File: src/rtl/mem_arb_pkg.sv
// Shared types and constants for the instruction/data memory-port arbiter.
package mem_arb_pkg;

    localparam int ADDR_W_DEF = 32;
    localparam int DATA_W_DEF = 32;
    localparam int WDOG_W     = 16;

    typedef enum logic [1:0] {
        IDLE,
        BUSY_I,
        BUSY_D
    } state_t;

    typedef enum logic {
        GNT_IF,
        GNT_DM
    } grant_t;

endpackage

File: src/rtl/mem_arb_watchdog.sv
// Clear/enable cycle counter with a terminal-count flag, used to abort
// transactions the backing memory never acknowledges.
module mem_arb_watchdog
    import mem_arb_pkg::*;
#(
    parameter int unsigned LIMIT = 255
) (
    input  logic clk_i,
    input  logic rst_i,
    input  logic clr,
    input  logic en,
    output logic tc
);

    localparam logic [WDOG_W-1:0] LIMIT_W = WDOG_W'(LIMIT);

    logic [WDOG_W-1:0] count;

    // Saturates rather than wrapping so a missed clear can never fake a fresh count.
    always_ff @(posedge clk_i or posedge rst_i) begin
        if (rst_i) begin
            count <= '0;
        end else if (clr) begin
            count <= '0;
        end else if (en && (count != {WDOG_W{1'b1}})) begin
            count <= count + 1'b1;
        end
    end

    assign tc = (count == LIMIT_W);

endmodule

File: src/rtl/mem_port_arbiter.sv
// Shares one backing-memory port between instruction fetch and the MEM stage.
// Define MEM_ARB_RR_EN for round-robin arbitration; otherwise dm has fixed priority.
module mem_port_arbiter
    import mem_arb_pkg::*;
#(
    parameter int unsigned ADDR_W      = ADDR_W_DEF,
    parameter int unsigned DATA_W      = DATA_W_DEF,
    parameter int unsigned TIMEOUT_CYC = 255
) (
    input  logic              clk_i,
    input  logic              rst_i,
    input  logic              if_req_i,
    input  logic [ADDR_W-1:0] if_addr_i,
    output logic              if_ready_o,
    output logic [DATA_W-1:0] if_rdata_o,
    input  logic              dm_req_i,
    input  logic              dm_we_i,
    input  logic [ADDR_W-1:0] dm_addr_i,
    input  logic [DATA_W-1:0] dm_wdata_i,
    output logic              dm_ready_o,
    output logic [DATA_W-1:0] dm_rdata_o,
    output logic              mem_req_o,
    output logic              mem_we_o,
    output logic [ADDR_W-1:0] mem_addr_o,
    output logic [DATA_W-1:0] mem_wdata_o,
    input  logic              mem_ack_i,
    input  logic [DATA_W-1:0] mem_rdata_i,
    output logic              stall_o,
    output logic              err_o
);

    state_t state;
    grant_t grant;
    logic   if_elig;
    logic   dm_elig;
    logic   grant_valid;
    logic   wdog_tc;

    // A requester still holding req during its own ready pulse is already served.
    assign if_elig     = if_req_i & ~if_ready_o;
    assign dm_elig     = dm_req_i & ~dm_ready_o;
    assign grant_valid = if_elig | dm_elig;

    assign stall_o = (if_req_i & ~if_ready_o) | (dm_req_i & ~dm_ready_o);

`ifdef MEM_ARB_RR_EN
    grant_t last_grant;

    always_comb begin
        grant = GNT_IF;
        if (if_elig && dm_elig) begin
            grant = (last_grant == GNT_DM) ? GNT_IF : GNT_DM;
        end else if (dm_elig) begin
            grant = GNT_DM;
        end
    end

    always_ff @(posedge clk_i or posedge rst_i) begin
        if (rst_i) begin
            last_grant <= GNT_IF;
        end else if ((state == IDLE) && grant_valid) begin
            last_grant <= grant;
        end
    end
`else
    // The MEM-stage instruction is older than the one being fetched.
    always_comb begin
        grant = GNT_IF;
        if (dm_elig) begin
            grant = GNT_DM;
        end
    end
`endif

    mem_arb_watchdog #(
        .LIMIT (TIMEOUT_CYC)
    ) u_watchdog (
        .clk_i (clk_i),
        .rst_i (rst_i),
        .clr   (state == IDLE),
        .en    (state != IDLE),
        .tc    (wdog_tc)
    );

    // Ack is checked before the watchdog so a coincident ack is never reported as an error.
    always_ff @(posedge clk_i or posedge rst_i) begin
        if (rst_i) begin
            state       <= IDLE;
            mem_req_o   <= 1'b0;
            mem_we_o    <= 1'b0;
            mem_addr_o  <= '0;
            mem_wdata_o <= '0;
            if_ready_o  <= 1'b0;
            dm_ready_o  <= 1'b0;
            if_rdata_o  <= '0;
            dm_rdata_o  <= '0;
            err_o       <= 1'b0;
        end else begin
            if_ready_o <= 1'b0;
            dm_ready_o <= 1'b0;
            case (state)
                IDLE: begin
                    if (grant_valid) begin
                        mem_req_o <= 1'b1;
                        if (grant == GNT_DM) begin
                            state       <= BUSY_D;
                            mem_we_o    <= dm_we_i;
                            mem_addr_o  <= dm_addr_i;
                            mem_wdata_o <= dm_wdata_i;
                        end else begin
                            state       <= BUSY_I;
                            mem_we_o    <= 1'b0;
                            mem_addr_o  <= if_addr_i;
                            mem_wdata_o <= '0;
                        end
                    end
                end
                BUSY_I: begin
                    if (mem_ack_i) begin
                        state      <= IDLE;
                        mem_req_o  <= 1'b0;
                        if_ready_o <= 1'b1;
                        if_rdata_o <= mem_rdata_i;
                    end else if (wdog_tc) begin
                        state      <= IDLE;
                        mem_req_o  <= 1'b0;
                        if_ready_o <= 1'b1;
                        if_rdata_o <= '0;
                        err_o      <= 1'b1;
                    end
                end
                BUSY_D: begin
                    if (mem_ack_i) begin
                        state      <= IDLE;
                        mem_req_o  <= 1'b0;
                        dm_ready_o <= 1'b1;
                        dm_rdata_o <= mem_we_o ? '0 : mem_rdata_i;
                    end else if (wdog_tc) begin
                        state      <= IDLE;
                        mem_req_o  <= 1'b0;
                        dm_ready_o <= 1'b1;
                        dm_rdata_o <= '0;
                        err_o      <= 1'b1;
                    end
                end
                default: begin
                    state     <= IDLE;
                    mem_req_o <= 1'b0;
                end
            endcase
        end
    end

endmodule

File: config.mk
export PLATFORM = sky130hd
export DESIGN_NAME = mem_port_arbiter
export DESIGN_NICKNAME = d
export VERILOG_FILES = /design/src/rtl/mem_arb_pkg.sv /design/src/rtl/mem_arb_watchdog.sv /design/src/rtl/mem_port_arbiter.sv
export SDC_FILE = /design/constraint.sdc
export NUM_CORES = 1
export LEC_CHECK = 0
export ABC_AREA = 1
export CORE_AREA = 3 3 125 127
export DETAILED_ROUTE_END_ITERATION = 6
export DIE_AREA = 0 0 128 130
export GPL_TIMING_DRIVEN = 1
export PLACE_DENSITY = 0.85
export SETUP_SLACK_MARGIN = 0.3
export SYNTH_ARGS = -nofsm -noshare
export SYNTH_HDL_FRONTEND = slang
export SYNTH_HIERARCHICAL = 1
export SYNTH_SLANG_ARGS = --single-unit
File: constraint.sdc
create_clock -name clk_i -period 15.4 [get_ports clk_i]
set_clock_uncertainty 0.2 [all_clocks]
set_input_delay 3.85 -clock clk_i [delete_from_list [all_inputs] [get_ports clk_i]]
set_output_delay 3.85 -clock clk_i [all_outputs]
set_load 0.05 [all_outputs]
**Word level (Yosys, flattened, before mapping)**

Cells that the tools add are included.

- Register bits: 151
- Output and inout port bits: 134
- Word-level logic and storage cells: 58
- Input port bits: 134

- Bitwise logic cells: 6
- Reductions and logical operators: 11
- Multiplexer cells: 23
- Equal/unequal tests: 6
- Add/subtract/negate cells: 1

Operators with widths:

| kind | count |
|---|---|
| $mux W32 | 6 |
| $mux W16 | 2 |
| $add A16 B1 Y16 const B | 1 |
| $eq A16 B8 Y1 const B | 1 |
| $ne A16 B16 Y1 const B | 1 |
| $mux W1 | 9 |
| $mux W2 | 4 |
| $reduce_and A2 Y1 | 4 |
| $reduce_bool A2 Y1 | 3 |
| $pmux W2 S2 | 1 |
| $ne A3 B1 Y1 const B | 1 |
| $not A1 Y1 | 3 |
| $reduce_and A3 Y1 | 1 |
| $and A1 B1 Y1 | 2 |
| $eq A2 B1 Y1 const B | 1 |
| $eq A2 B2 Y1 const B | 1 |
| $logic_not A2 Y1 | 1 |
| $ne A2 B2 Y1 const B | 1 |
| $pmux W1 S2 | 1 |
| $reduce_or A2 Y1 | 1 |
| $logic_and A1 B1 Y1 | 1 |
| $or A1 B1 Y1 | 1 |

**Logic depth before layout (Yosys ltp)**

- Depth after elaboration: 6
- Gate-level depth with buffers: 11

**By module**

Netlist, hierarchy kept.

By module, submodules not included:

| module | sequential area each (sq um) | times used | area an instance (sq um) | cells each |
|---|---|---|---|---|
| mem_port_arbiter | 3378.2 | 1 | 5943.2 | 710 |
| mem_arb_watchdog | 400.4 | 1 | 1046.0 | 152 |

**Worst setup path before layout**

No wires, ideal clock.

- Kind: input to output
- Start: in dm_req_i
- End: out stall_o
- Setup slack: 6.876 ns
- Path buffers: 2
- Data arrival time: 4.474 ns
- Stages: 4
- Data required time: 11.350 ns
- Cells stage by stage: buf_4 > nand2_4 > nand2_4 > buf_2

- Cells in the longest elaborated chain, start to end: 2

Ends and longest elaborated chain:

| what | RTL line | source |
|---|---|---|
| start, declared | mem_port_arbiter.sv:16 | `input logic dm_req_i,` |
| $and A1 B1 Y1 | mem_port_arbiter.sv:44 | `assign stall_o = (if_req_i & ~if_ready_o) \| (dm_req_i & ~dm_ready_o);` |
| $or A1 B1 Y1 | mem_port_arbiter.sv:44 |  |
| end, declared | mem_port_arbiter.sv:28 | `output logic stall_o,` |

No other way between the ends.

**Final worst setup path**

Ends and elaborated chain as after synthesis.

==> results by group <==
Setup path
  • Worst reg2reg setup slack: 12190 ps
  • CP Max Fanout: 35
  • Reg2Reg Depth: 6
  • Critical Path AT: 6300 ps
  • Critical Path Source: dm_req_i
  • CP endpoint: stall_o
  • Slowest CP cell: clkdlybuf4s50_1
  • Crit Path Class: in2out
  • Worst Path Required: 11350 ps
  • RR Startpoint: dm_ready_o$_DFF_PP0_
  • Setup crit end kind: primary output
  • Reg2reg end: mem_wdata_o[0]$_DFFE_PP0P_
  • Startpoint types: primary input
  • Max stage delay on crit path: 880 ps
  • CP Cell Sequence: clkdlybuf4s50_1 > buf_4 > nand2_4 > nand2_4 > clkdlybuf4s50_1

Global routing
  • Vias in the first global route: 6434
  • Initial antenna violation count: 0
  • Overflow after GRT: 0
  • GRT Total Usage: 0.2477
  • First-pass GRT wire length: 32.68 mm
  • Largest net degree at the start of global routing: 80

Power
  • Max VDD drop: 0.0001696 V
  • Cell area power density: 237.8 nW/µm²
  • Tot Pwr: 2.433 mW
  • Pleak: 4.900 nW

Logic synthesis
  • Synth area leaders: dfrtp_1 54%, nand2_1 18%, nand3_1 9.7%
  • Post-synth net total: 1000
  • Prevailing post-synth register cell: dfrtp_1
  • Synthesis warning total: 6
  • Top-area cell type share of the netlist area: 0.5406
  • Largest area contributor in the netlist: dfrtp_1
  • Sequential share of the synthesized area: 0.5406
  • EDFF count, synth: 0
  • Ys async rst share: 1.000
  • Synthesized area: 6989 µm²
  • Average cell area after synthesis: 8.108 µm²
  • Netlist cell types: 32
  • Yosys reg bits: 151
  • Mapped Cells: 862

Clocking
  • Num CTS Buffers: 17
  • Clock latency on the worst-skew pair: 410 ps
  • Clk slew on worst S/H paths: 70 ps
  • TritonCTS clock tree: done
  • Clock Tree Root: clkbuf_16
  • Cts repair resizes: 0
  • H-tree Lvls: 4
  • Postcts setup bufs: 0
  • Hold Buf Count CTS: 0
  • Clock buffer depth: 2
  • # clock sinks: 151

Die
  • Die Span X: 128 µm
  • Die Height: 130 µm
  • Die Area: 16640 µm²
  • Core Region: 14530 µm²
  • Cell Rows: 44
  • I/O pins: 268
  • Initial Util: 0.4809

Finish
  • Final-stage net count: 1240
  • Synthesis-to-layout area growth: 46.40%
  • Share of post-route cells with drive strength above 1: 0.05291
  • Fill count: 1152
  • # diodes: 0

Run status
  • Status: finished clean

Placement
  • Buffers on Ports: 267
  • GP Congestion: 0.9059
  • Pre-CTS setup slack: 5057 ps
  • DPL Wire Length: 14.34 mm

STA
  • TNS Setup: 0 ps
  • RSZ-0062 raised after global routing: no
  • Relative slew slack: 0.1897
  • Fmax: 96.60 MHz
  • Final hold violation count: 0
  • Final min period: 10350 ps
  • Final WS setup: 5048 ps
  • Setup-failing EPs final: 0
  • Period utilisation layout: 0.6722
  • Tightest Pin Transition: 1211 ps
  • Pins Over Slew Limit: 0

Routing
  • DRC viols: 0
  • DR vias/cell: 5.105
  • Routed Antenna Nets: 0
  • Via count: 6631
  • First drt pass iteration count: 5
  • WL/cell: 16.07 µm
  • Initial DRC Count: 496
  • DRT Wirelength: 20.87 mm

Hold path
  • Hold/Removal Path Class: reg2reg

Run
  • Maxcap violations: 0
==> metrics by stage <==
stage	area, µm²	hold slack (ps)	utilization	std cells
after floorplan	6989	266.8	-	862
after global placement	9641	252.7	0.6633	1267
after detailed placement	9641	257.4	0.6633	1267
after CTS	10230	272.9	0.7040	1299
after global routing	10230	283.3	0.7040	1299
final	10230	269.3	0.7040	1299
==> cell usage in the layout, fill, tap and decap left out, drive strengths merged <==
cell,n
nand3b,2
nor4,2
buf,9
inv,63
clkdlybuf4s50,266
nand4,8
xnor2,1
o21ai,69
clkbuf,17
o21a,1
bufinv,2
nand2,340
o21bai,1
nor2,25
a21oi,4
clkinv,7
clkinvlp,2
or2,1
dfrtp,151
o211ai,1
a31o,1
nand3,135
xor2,3
ha,4
==> final cells by class <==
class	count	area (µm²)	share of cell area
clock buffer	17	425.4	0.04158
clock inverter	15	166.4	0.01626
inverter	59	227.7	0.02225
multi-input combinational	598	2676	0.2616
sequential	151	3779	0.3693
tap	184	230.2	0.02250
timing repair buffer	275	2728	0.2666
==> metal layers <==
| layer | global-route usage | wire length (µm) | vias to the layer above |
|---|---|---|---|
| met4 | 0.08552 | 523 | 0 |
| li1 | - | - | 3224 |
| met5 | 0 | 0 | - |
| met1 | 0.2968 | 8175 | 3103 |
| met2 | 0.4051 | 9875 | 265 |
| met3 | 0.1040 | 2295 | 39 |
==> Yosys cell counts, types with 3 or more instances <==
master and instances:
nor2_1 20, xor2_1 3, nand2_1 335, nand4_1 8, clkbuf_1 18, buf_6 10, a21oi_1 4, buf_2 17
ha_1 4, inv_1 56, nand3_1 135, o21ai_0 67, nand2_4 3, nor2_2 3, buf_4 6, dfrtp_1 151
==> power by group <==
group / switching [mW] / internal, mW / total, mW / leakage [nW]
registers: 0.0936 / 0.567 / 0.661 / 1.94
logic: 0.951 / 0.409 / 1.36 / 2.67
clock network: 0.171 / 0.242 / 0.413 / 0.287
==> sequential cells by signal (all words and copies together) (netlist names) <==
register / flops
mem_req_o: 1
mem_wdata_o: 32
mem_we_o: 1
if_rdata_o: 32
if_ready_o: 1
dm_rdata_o: 32
mem_addr_o: 32
err_o: 1
u_watchdog/count: 16
dm_ready_o: 1
state: 2
==> worst min-delay path by stage <==
| stage | from | to | slack (ps) | cells past startpoint |
|---|---|---|---|---|
| 6_report | mem_wdata_o[19]$_DFFE_PP0P_ | mem_wdata_o[19]$_DFFE_PP0P_ | 270 | 2 |
| 5_1_grt | mem_wdata_o[27]$_DFFE_PP0P_ | mem_wdata_o[27]$_DFFE_PP0P_ | 280 | 2 |
| 4_1_cts | mem_wdata_o[25]$_DFFE_PP0P_ | mem_wdata_o[25]$_DFFE_PP0P_ | 270 | 2 |
| 3_5_place_dp | mem_wdata_o[25]$_DFFE_PP0P_ | mem_wdata_o[25]$_DFFE_PP0P_ | 260 | 2 |
| 3_3_place_gp | mem_wdata_o[31]$_DFFE_PP0P_ | mem_wdata_o[31]$_DFFE_PP0P_ | 250 | 2 |
| 2_1_floorplan | u_watchdog/count[1]$_DFFE_PP0P_ | u_watchdog/count[1]$_DFFE_PP0P_ | 270 | 2 |
==> logic make-up (layout without fill, tap and decap cells) <==
family,after synthesis,after routing,share of synthesized area
simple gates,513,513,0.3119
flops,151,151,0.5406
buf+inv,113,366,0.07805
compound gates,77,77,0.05729
fa+ha+maj,4,4,0.007161
xor+xnor,4,4,0.005013
==> worst max-delay path, delay by kind of cell <==
kind	cells	cell delay, ps
simple gates	2	740
buf+inv	3	1680
(Power assumes the default switching activity.)
